$ cat config.mk
export PLATFORM = sky130hd
export DESIGN_NAME = axi_write_master
export DESIGN_NICKNAME = d
export VERILOG_FILES = /design/src/rtl/axi_write_master.sv
export SDC_FILE = /design/constraint.sdc
export NUM_CORES = 1
export LEC_CHECK = 0
export BUFFER_PORTS_ARGS = -buffer_cell sky130_fd_sc_hd__buf_2
export CAP_MARGIN = 10
export CORE_MARGIN = 4
export CORE_UTILIZATION = 53
export CTS_CLUSTER_DIAMETER = 200
export DETAILED_ROUTE_END_ITERATION = 7
export GPL_ROUTABILITY_DRIVEN = 0
export PLACE_DENSITY = 0.81
export SYNTH_ARGS = -nofsm -noshare
export SYNTH_HDL_FRONTEND = slang
export SYNTH_SLANG_ARGS = --single-unit
$ cat constraint.sdc
create_clock -name aclk -period 3.1 [get_ports aclk]
set_input_delay 0.62 -clock aclk [delete_from_list [all_inputs] [get_ports aclk]]
set_output_delay 0.62 -clock aclk [all_outputs]
set_load 0.01 [all_outputs]
$ cat src/rtl/axi_write_master.sv
// AXI4 write-channel initiator: one burst command at a time, AW then registered W stage
// with internally generated wlast, then B collection reported on a one-cycle done pulse.
module axi_write_master #(
    parameter int ADDR_WIDTH   = 8,
    parameter int DATA_WIDTH   = 16,
    parameter int STROBE_WIDTH = DATA_WIDTH / 8
) (
    input  logic                    aclk,
    input  logic                    areset,

    input  logic                    cmd_valid,
    output logic                    cmd_ready,
    input  logic [ADDR_WIDTH-1:0]   cmd_addr,
    input  logic [7:0]              cmd_len,
    input  logic [1:0]              cmd_burst,

    input  logic                    src_valid,
    output logic                    src_ready,
    input  logic [DATA_WIDTH-1:0]   src_data,
    input  logic [STROBE_WIDTH-1:0] src_strb,

    output logic [ADDR_WIDTH-1:0]   awaddr,
    output logic [7:0]              awlen,
    output logic [2:0]              awsize,
    output logic [1:0]              awburst,
    output logic                    awvalid,
    input  logic                    awready,

    output logic [DATA_WIDTH-1:0]   wdata,
    output logic [STROBE_WIDTH-1:0] wstrb,
    output logic                    wlast,
    output logic                    wvalid,
    input  logic                    wready,

    input  logic [1:0]              bresp,
    input  logic                    bvalid,
    output logic                    bready,

    output logic                    done,
    output logic [1:0]              done_resp
);

    localparam logic [2:0] BEAT_SIZE = 3'($clog2(STROBE_WIDTH));

    typedef enum logic [1:0] {
        IDLE,
        ADDR,
        DATA,
        RESP
    } state_t;

    state_t     state;
    logic [7:0] loaded;
    logic       cmd_legal;
    logic       cmd_hs;
    logic       src_hs;
    logic       w_hs;

    assign awsize    = BEAT_SIZE;
    assign cmd_ready = (state == IDLE) && !areset;
    assign cmd_hs    = cmd_valid && cmd_ready;

    // The wvalid&&wlast term stops a wrapped 8-bit count (len 255) from re-opening the source.
    assign src_ready = (state == DATA) && !areset && (loaded <= awlen)
                       && !(wvalid && wlast) && (!wvalid || wready);
    assign src_hs    = src_valid && src_ready;
    assign w_hs      = wvalid && wready;

    // NOTE: every variable assigned in always_comb gets a default first, so no latch is inferred.
    always_comb begin
        cmd_legal = 1'b1;
        case (cmd_burst)
            2'b11:   cmd_legal = 1'b0;
            2'b10:   cmd_legal = (cmd_len == 8'd1) || (cmd_len == 8'd3) ||
                                 (cmd_len == 8'd7) || (cmd_len == 8'd15);
            default: cmd_legal = 1'b1;
        endcase
    end

    // NOTE: sequential state uses non-blocking assignments so all registers see pre-edge values.
    always_ff @(posedge aclk) begin
        if (areset) begin
            // NOTE: datapath registers are reset as well, since their reset values are visible.
            state     <= IDLE;
            loaded    <= 8'd0;
            awaddr    <= '0;
            awlen     <= 8'd0;
            awburst   <= 2'b00;
            awvalid   <= 1'b0;
            wdata     <= '0;
            wstrb     <= '0;
            wlast     <= 1'b0;
            wvalid    <= 1'b0;
            bready    <= 1'b0;
            done      <= 1'b0;
            done_resp <= 2'b00;
        end else begin
            done <= 1'b0;
            case (state)
                IDLE: begin
                    if (cmd_hs) begin
                        if (cmd_legal) begin
                            awaddr  <= cmd_addr;
                            awlen   <= cmd_len;
                            awburst <= cmd_burst;
                            awvalid <= 1'b1;
                            state   <= ADDR;
                        end else begin
                            done      <= 1'b1;
                            done_resp <= 2'b10;
                        end
                    end
                end

                ADDR: begin
                    if (awready) begin
                        awvalid <= 1'b0;
                        loaded  <= 8'd0;
                        state   <= DATA;
                    end
                end

                DATA: begin
                    if (src_hs) begin
                        wdata  <= src_data;
                        wstrb  <= src_strb;
                        wlast  <= (loaded == awlen);
                        wvalid <= 1'b1;
                        loaded <= loaded + 8'd1;
                    end else if (w_hs) begin
                        wvalid <= 1'b0;
                    end

                    if (w_hs && wlast) begin
                        wvalid <= 1'b0;
                        wlast  <= 1'b0;
                        bready <= 1'b1;
                        state  <= RESP;
                    end
                end

                RESP: begin
                    if (bvalid && bready) begin
                        bready    <= 1'b0;
                        done_resp <= bresp;
                        done      <= 1'b1;
                        state     <= IDLE;
                    end
                end

                default: state <= IDLE;
            endcase
        end
    end

endmodule

# --- Yosys cells after proc, flatten, opt, wreduce, memory -nomap -nowiden ---
# Index checks and enable logic that the tools add are counted.
classes:
  addsub: 1
  eq_ne: 17
  reduce_logical: 34
  order_cmp: 1
  muxes: 30
op_table:
  columns: ["operator", "count"]
  rows:
  - ["$mux W2", 8]
  - ["$mux W8", 2]
  - ["$pmux W8 S2", 1]
  - ["$mux W1", 13]
  - ["$ne A2 B2 Y1 const B", 6]
  - ["$logic_and A1 B1 Y1", 11]
  - ["$reduce_bool A2 Y1", 5]
  - ["$reduce_and A3 Y1", 3]
  - ["$add A8 B1 Y8 const B", 1]
  - ["$eq A2 B2 Y1 const B", 4]
  - ["$eq A8 B1 Y1 const B", 1]
  - ["$eq A8 B2 Y1 const B", 1]
  - ["$eq A8 B3 Y1 const B", 1]
  - ["$eq A8 B4 Y1 const B", 1]
  - ["$eq A8 B8 Y1", 1]
  - ["$le A8 B8 Y1", 1]
  - ["$pmux W1 S2", 4]
  - ["$pmux W2 S4", 1]
  - ["$reduce_and A4 Y1", 2]
  - ["$reduce_and A2 Y1", 3]
  - ["$reduce_and A5 Y1", 1]
  - ["$logic_or A1 B1 Y1", 4]
  - ["$pmux W2 S2", 1]
  - ["$logic_not A1 Y1", 3]
  - ["4 further kinds", 4]
totals:
  in_bits: 45
  out_inout_bits: 48
  word_cells: 96
  ff_bits: 53

# --- Longest topological paths before layout ---
# Gate-level depths: netlist of run 1.
logic_depth:
  word_depth: 8
  mapped_depth: 10

# --- Worst setup path before layout of run 1 ---
# No wires, ideal clock.
synth_path:
  kind: "register -> output"
  start: "register awlen[1]"
  end: "output port src_ready"
  arrival_time_ns: 1.603
  path_stages_with_launch: 8
  setup_slack_ns: 0.877
  cell_sequence: "dfxtp_1 > inv_1 > ha_1 > nor2b_1 > o211ai_1 > a211oi_2 > nor2_1 > and2_1"
synth_between:
  elab_chain_len: 4
synth_lines:
  columns: ["element", "line_no", "rtl"]
  rows:
  - ["from (decl)", "23", "output logic [7:0] awlen,"]
  - ["from (signal assigned)", "104", "awlen <= cmd_len;"]
  - ["$le A8 B8 Y1", "64", "assign src_ready = (state == DATA) && !areset && (loaded <= awlen)"]
  - ["$logic_and A1 B1 Y1", "64", null]
  - ["$logic_and A1 B1 Y1 (2 in a row)", "65", "&& !(wvalid && wlast) && (!wvalid || wready);"]
  - ["to (decl)", "18", "output logic src_ready,"]
# Every way passes these cells.

# --- Worst setup path in the final report of run 1 ---
layout_path:
  start: "register awlen[5]"
  end: "output port src_ready"
# The elaborated chain is that of the path after synthesis.

==> flow_summary_export.csv, run 1 <==
group,metric,value,unit
global_route,grtUsageTotal,0.197,
layout,layout-drive-gt1-share,0.298,
layout,area.growth.synth_to_final,20.3,%
sta,final_max_slew_viol_count,0,
worst_setup_path,path_class,"reg -> out",
clocking,root_buffer,"sky130_fd_sc_hd__clkbuf_8",
layout,stdcell_count,445,
drt,routedWlPerCell,13.4,microns
yosys,edff_count_synth,0,
placed_design,portbufs,89,
yosys,syn-cell-area,2550,sq um
worst_setup_path,endpoint_kind,"output port",
die,pin_count,93,
yosys,post-synth-top-area-fraction,0.415,
global_route,grt_pass1_vias,2176,
yosys,synthCells,310,
yosys,yosys_register_bits,53,
global_route,grt_overflow,0,
die,die_width,77.4,microns
drt,route.detailed.vias_per_inst,5.20,
job,cap_viol_max_count,0,
clocking,postCtsResizedCells,0,
worst_setup_path,crit_family,"simple AND/OR/NAND/NOR gates",
clocking,post_cts.repair.setup_buffers,0,
clocking,tritoncts,"yes",
worst_setup_path,cp.depth,8,
worst_setup_path,cell_breakdown_of_the_critical_path,"inv_1 -> ha_1 -> nand4_1 -> nor2_2 -> a211oi_2 -> nor2_1 -> and2_1 -> buf_2",
sta,totalNegativeSetupSlack,0,ns
sta,timing_worst_slew_pin_value,0.723,ns
sta,timing.hold.ws,0.454,ns
sta,clock-skew-final,0.00821,ns
yosys,synth_cell_types,47,
yosys,synth_top_cells_by_area,"sky130_fd_sc_hd__dfxtp_1 42%, sky130_fd_sc_hd__nand2_1 12%, sky130_fd_sc_hd__a21oi_1 9.2%",
drt,finalWirelength,5.98,mm
power,static-leakage-power,1.37,nW
clocking,clock_insertion_delay_worst_skew,0.30,ns
yosys,synth-warning-count,0,
sta,fin_crit_sh,0.898,
layout,fillerInstances,383,
sta,setup_repair_after_global_routing_missed_its_margin,"false",
drt,iter_0_drt_violations,84,
clocking,path_clk_slew,0.09,ns
min_path,min-delay-path-class,"reg -> reg",
clocking,tritoncts.num_buffers,5,
die,start_util,0.567,
placed_design,place.detailed.hpwl,4.45,mm
worst_setup_path,ff2ff_path_depth,8,
placed_design,place_inst,437,
sta,hold_violations_final,0,
die,dieHeight,77.4,microns
drt,vias,2313,
worst_setup_path,crit_slowest_cell,"sky130_fd_sc_hd__a211oi_2",
yosys,yosys.area.top_type,"sky130_fd_sc_hd__dfxtp_1",
global_route,pin_count_of_the_biggest_net_entering_global_routing,50,
clocking,tritoncts_num_sinks,53,
yosys,postSynthAreaPerCell,8.24,sq um
yosys,async_flop_share,0,
sta,timing.slew.headroom,0.517,
worst_setup_path,arrival_time_of_data_at_the_critical_path_endpoint,2.16,ns
worst_setup_path,max_incr_delay_on_cp,0.38,ns
clocking,cts-hold-fix-buffers,0,
power,p_per_area,564,nW/um^2
sta,achievable-frequency,359,MHz
sta,final_setup_vio_count,0,
layout,finalNetCount,450,
clocking,cts_max_path_buffers,2,
min_path,worstHoldPathCells,2,
sta,period_needed,2.78,ns
worst_setup_path,worstSetupStartpointType,"register",
drt,route.detailed.drc,0,
yosys,synth_flop_cell,"sky130_fd_sc_hd__dfxtp_1",
global_route,grt_antenna_before_repair,0,
layout,antennaDiodeCount,0,
worst_setup_path,cp.buffers_inverters,2,
drt,antenna_left,0,
outcome,result_of_the_run,"complete, no violations",
worst_setup_path,worstPathRequired,2.48,ns
power,irDropWorstVdd,0.000414,V
clocking,cts_htree_levels,2,
yosys,ys_seq_area_frac,0.415,
drt,drt_first_pass_iters,4,
die,design.die.area,6000,sq um
die,area_of_the_placeable_core,4500,sq um
layout,layout.cells.most_common,"sky130_fd_sc_hd__buf_2",
layout,most-common-layout-cells,"89 x sky130_fd_sc_hd__buf_2, 82 x sky130_fd_sc_hd__nand2_1, 53 x sky130_fd_sc_hd__dfxtp_1, 47 x sky130_fd_sc_hd__a21oi_1, 15 x sky130_fd_sc_hd__inv_1",
worst_setup_path,path_max_fanout,5,
die,fp-row-count,24,
global_route,grt_pass1_wl,9.79,mm
## logic make-up (layout without fill, tap and decap cells)
| logic type | count (synthesis) | in the layout | share of synthesized area |
|---|---|---|---|
| AND/OR/NAND/NOR | 134 | 134 | 0.257 |
| AO/OA/AOI/OAI | 76 | 76 | 0.192 |
| flip-flops | 53 | 53 | 0.415 |
| buffers and inverters | 31 | 113 | 0.0646 |
| adder cells (fa/ha/maj) | 13 | 13 | 0.0637 |
| other | 2 | 3 | 0.00294 |
| multiplexers | 1 | 1 | 0.00392 |
## per-stage QoR
stage                util  area [sq um]  setup WS (ns)  power, W
floorplan               -          2560          0.877   0.00117
global placement    0.659          2970          0.748   0.00130
detailed placement  0.659          2970          0.712   0.00132
CTS                 0.682          3070          0.313   0.00175
global route        0.682          3070          0.148   0.00185
finish              0.682          3070          0.318   0.00173
## worst reg2reg max path: cells and delay by family (launching register included)
family	cells	cell delay, ns
compound gates	2	0.36
fa+ha+maj	1	0.42
buf+inv	1	0.10
flops	1	0.34
simple gates	4	1.01
## final cells by class
cell class,count,area [sq um],share of cell area
repair buffers,90,453,0.147
well taps,52,65.1,0.0212
clock inverters,1,8.76,0.00285
multi-input cells,227,1330,0.434
flip-flops and latches,53,1060,0.345
inverters,15,56.3,0.0183
clock buffers,7,96.3,0.0314
## synth_stat cells (3+ instances only)
master / number
sky130_fd_sc_hd__dfxtp_1: 53
sky130_fd_sc_hd__clkbuf_1: 6
sky130_fd_sc_hd__buf_4: 5
sky130_fd_sc_hd__o21ai_0: 3
sky130_fd_sc_hd__inv_1: 15
sky130_fd_sc_hd__a21oi_1: 47
sky130_fd_sc_hd__and3_1: 4
sky130_fd_sc_hd__nand2_1: 82
sky130_fd_sc_hd__o21a_1: 4
sky130_fd_sc_hd__a31oi_1: 3
sky130_fd_sc_hd__a41oi_1: 4
sky130_fd_sc_hd__buf_6: 4
sky130_fd_sc_hd__ha_1: 13
sky130_fd_sc_hd__nand2b_1: 4
sky130_fd_sc_hd__nor2_1: 12
sky130_fd_sc_hd__nand3_1: 8
sky130_fd_sc_hd__nor2b_1: 3
sky130_fd_sc_hd__nand4_1: 3
## final timing paths
path	to	slack, ns	from
hold reg to reg	wdata[5]	0.45	wdata[5]
setup / recovery	src_ready	0.32	awlen[5]
hold / removal	wdata[5]	0.45	wdata[5]
setup reg to reg	wlast	0.80	state[0]
## registers in the layout (all words and copies together) (netlist names)
name and flops:
done_resp 2, awburst 2, state 2, awvalid 1, wdata 16, loaded 8
done 1, bready 1, wstrb 2, awaddr 8, wlast 1, awlen 8
wvalid 1
## per-layer routing
layer,GRT usage,part of all wire
met1,0.236,0.42
met2,0.339,0.50
met3,0.0648,0.077
met4,0.0552,0.0074
met5,0,0
## power breakdown
| group | internal [W] | total, W | switching (W) |
|---|---|---|---|
| clock | 0.000207 | 0.000430 | 0.000224 |
| combinational | 0.000208 | 0.000531 | 0.000323 |
| sequential | 0.000736 | 0.000773 | 0.0000367 |
(Power assumes the default switching activity.)
==> inputs of run 2 (changes only) <==
Settings changed: HOLD_SLACK_MARGIN set to 0.06.
Clock period 3.1 ns to 3.33 ns, I/O delays scaled along.
==> run 2 against run 1 <==
  * Sequential cell count unchanged
  * Worst setup slack better by 0.12 ns
  * Critical path type unchanged
  * Sequential power down 7.0%
  * Final cell count unchanged
  * Global-route usage is 1.5 points higher
  * Die area did not move
==> flow_summary_export.csv, run 2 (same netlist as run 1, synthesis figures left out) <==
group,metric,value,unit
sta,timing.hold.ws,0.455,ns
clocking,cts_htree_levels,2,
sta,totalNegativeSetupSlack,0,ns
min_path,timing.hold.worst_endpoint,"wdata[2]",
placed_design,portbufs,89,
clocking,clock_insertion_delay_worst_skew,0.31,ns
sta,setup_slack,0.442,ns
sta,achievable-frequency,346,MHz
drt,drt_first_pass_iters,4,
power,static-leakage-power,1.37,nW
worst_setup_path,worstSetupStartpointType,"register",
placed_design,dpl_cell_area,2970,sq um
drt,finalWirelength,6.26,mm
sta,timing_worst_slew_pin_value,0.719,ns
clocking,tritoncts_num_sinks,53,
die,area_of_the_placeable_core,4500,sq um
outcome,result_of_the_run,"complete, no violations",
drt,route.detailed.drc,0,
layout,layout.cells.most_common,"sky130_fd_sc_hd__buf_2",
global_route,grt_pass1_wl,10.4,mm
sta,hold_violations_final,0,
layout,post_route_cell_area,3070,sq um
global_route,pin_count_of_the_biggest_net_entering_global_routing,50,
sta,timing.slew.headroom,0.519,
global_route,grt_antenna_before_repair,0,
global_route,grtUsageTotal,0.212,
min_path,worstHoldPathCells,2,
die,pin_count,93,
worst_setup_path,ff2ff_path_depth,8,
worst_setup_path,worstPathRequired,2.66,ns
clocking,post_cts.repair.setup_buffers,0,
worst_setup_path,path_class,"reg -> out",
worst_setup_path,crit_path_start,"awlen[1]",
drt,route.detailed.vias_per_inst,5.31,
power,irDropWorstVdd,0.000361,V
layout,largest_register_ffs,16,
drt,iter_0_drt_violations,180,
drt,routedWlPerCell,14.1,microns
layout,max_flop_register,"wdata",
clocking,cts_max_path_buffers,2,
power,p_per_area,530,nW/um^2
die,dieHeight,77.4,microns
layout,layout-drive-gt1-share,0.298,
layout,antennaDiodeCount,0,
sta,final_max_slew_viol_count,0,
die,design.die.area,6000,sq um
die,fp-row-count,24,
worst_setup_path,timing.rr.start,"state[0]",
min_path,hp-start,"wdata[2]",
worst_setup_path,arrival_time_of_data_at_the_critical_path_endpoint,2.22,ns
sta,period_needed,2.89,ns
clocking,tritoncts.num_buffers,5,
clocking,path_clk_slew,0.10,ns
sta,clock-skew-final,0.00373,ns
layout,area.growth.synth_to_final,20.3,%
drt,antenna_left,0,
sta,final_setup_vio_count,0,
min_path,min-delay-path-class,"reg -> reg",
sta,setup_repair_after_global_routing_missed_its_margin,"false",
worst_setup_path,path_max_fanout,5,
drt,vias,2365,
job,cap_viol_max_count,0,
global_route,grt_pass1_vias,2250,
die,die_width,77.4,microns
clocking,root_buffer,"sky130_fd_sc_hd__clkbuf_8",
placed_design,place_worst_setup_slack,0.845,ns
sta,fin_crit_sh,0.867,
clocking,postCtsResizedCells,0,
layout,finalNetCount,450,
worst_setup_path,regToRegEndpoint,"wlast",
global_route,grt_overflow,0,
layout,fillerInstances,360,
clocking,cts-hold-fix-buffers,0,
worst_setup_path,regToRegSetupSlack,1.02,ns
die,start_util,0.567,
clocking,tritoncts,"yes",
placed_design,place.detailed.hpwl,4.55,mm
layout,most-common-layout-cells,"89 x sky130_fd_sc_hd__buf_2, 82 x sky130_fd_sc_hd__nand2_1, 53 x sky130_fd_sc_hd__dfxtp_1, 47 x sky130_fd_sc_hd__a21oi_1, 15 x sky130_fd_sc_hd__inv_1",
worst_setup_path,endpoint_kind,"output port",
[run 2: cell counts in the layout (fill, tap and decap cells not counted)]
No cell type changed its count.
[run 2: report_power, final]
group,internal [W],total (W),switching [W]
combinational,0.000194,0.000499,0.000304
sequential,0.000685,0.000719,0.0000342
clock,0.000193,0.000412,0.000219
[run 2: metrics by stage]
step                      cells  utilization  power (W)
final                       445        0.682    0.00163
after global routing        445        0.682    0.00173
after CTS                   445        0.682    0.00163
after detailed placement    437        0.659    0.00122
after global placement      437        0.659    0.00121
after floorplan             311            -    0.00109
[run 2: how the worst max path moves through the flow]
stage | end | slack [ns] | cells after the start
after floorplan | src_ready | 1.06 | 7
after global placement | src_ready | 0.94 | 8
after detailed placement | src_ready | 0.85 | 7
after CTS | src_ready | 0.47 | 8
after global routing | src_ready | 0.34 | 8
final | src_ready | 0.44 | 8
[run 2: routing by layer]
metal	up-vias	wire length (microns)	track usage
met5	-	0	0
met4	0	142	0.0712
met3	16	419	0.0637
met2	70	3050	0.359
met1	1070	2650	0.257
li1	1209	-	-
[run 2: critical path: stages, from the launching register on]
cell and delay, ns:
sky130_fd_sc_hd__dfxtp_1 0.36, sky130_fd_sc_hd__inv_1 0.05, sky130_fd_sc_hd__ha_1 0.29, sky130_fd_sc_hd__nor2b_1 0.19, sky130_fd_sc_hd__o211ai_1 0.13, sky130_fd_sc_hd__a211oi_2 0.42, sky130_fd_sc_hd__nor2_1 0.18, sky130_fd_sc_hd__and2_1 0.17
sky130_fd_sc_hd__buf_2 0.13
[run 2: area by class of cell]
type,count,area [sq um],share of cell area
clock buffers,7,96.3,0.0314
clock inverters,1,8.76,0.00285
inverters,15,56.3,0.0183
multi-input cells,227,1330,0.434
flip-flops and latches,53,1060,0.345
well taps,52,65.1,0.0212
repair buffers,90,453,0.147
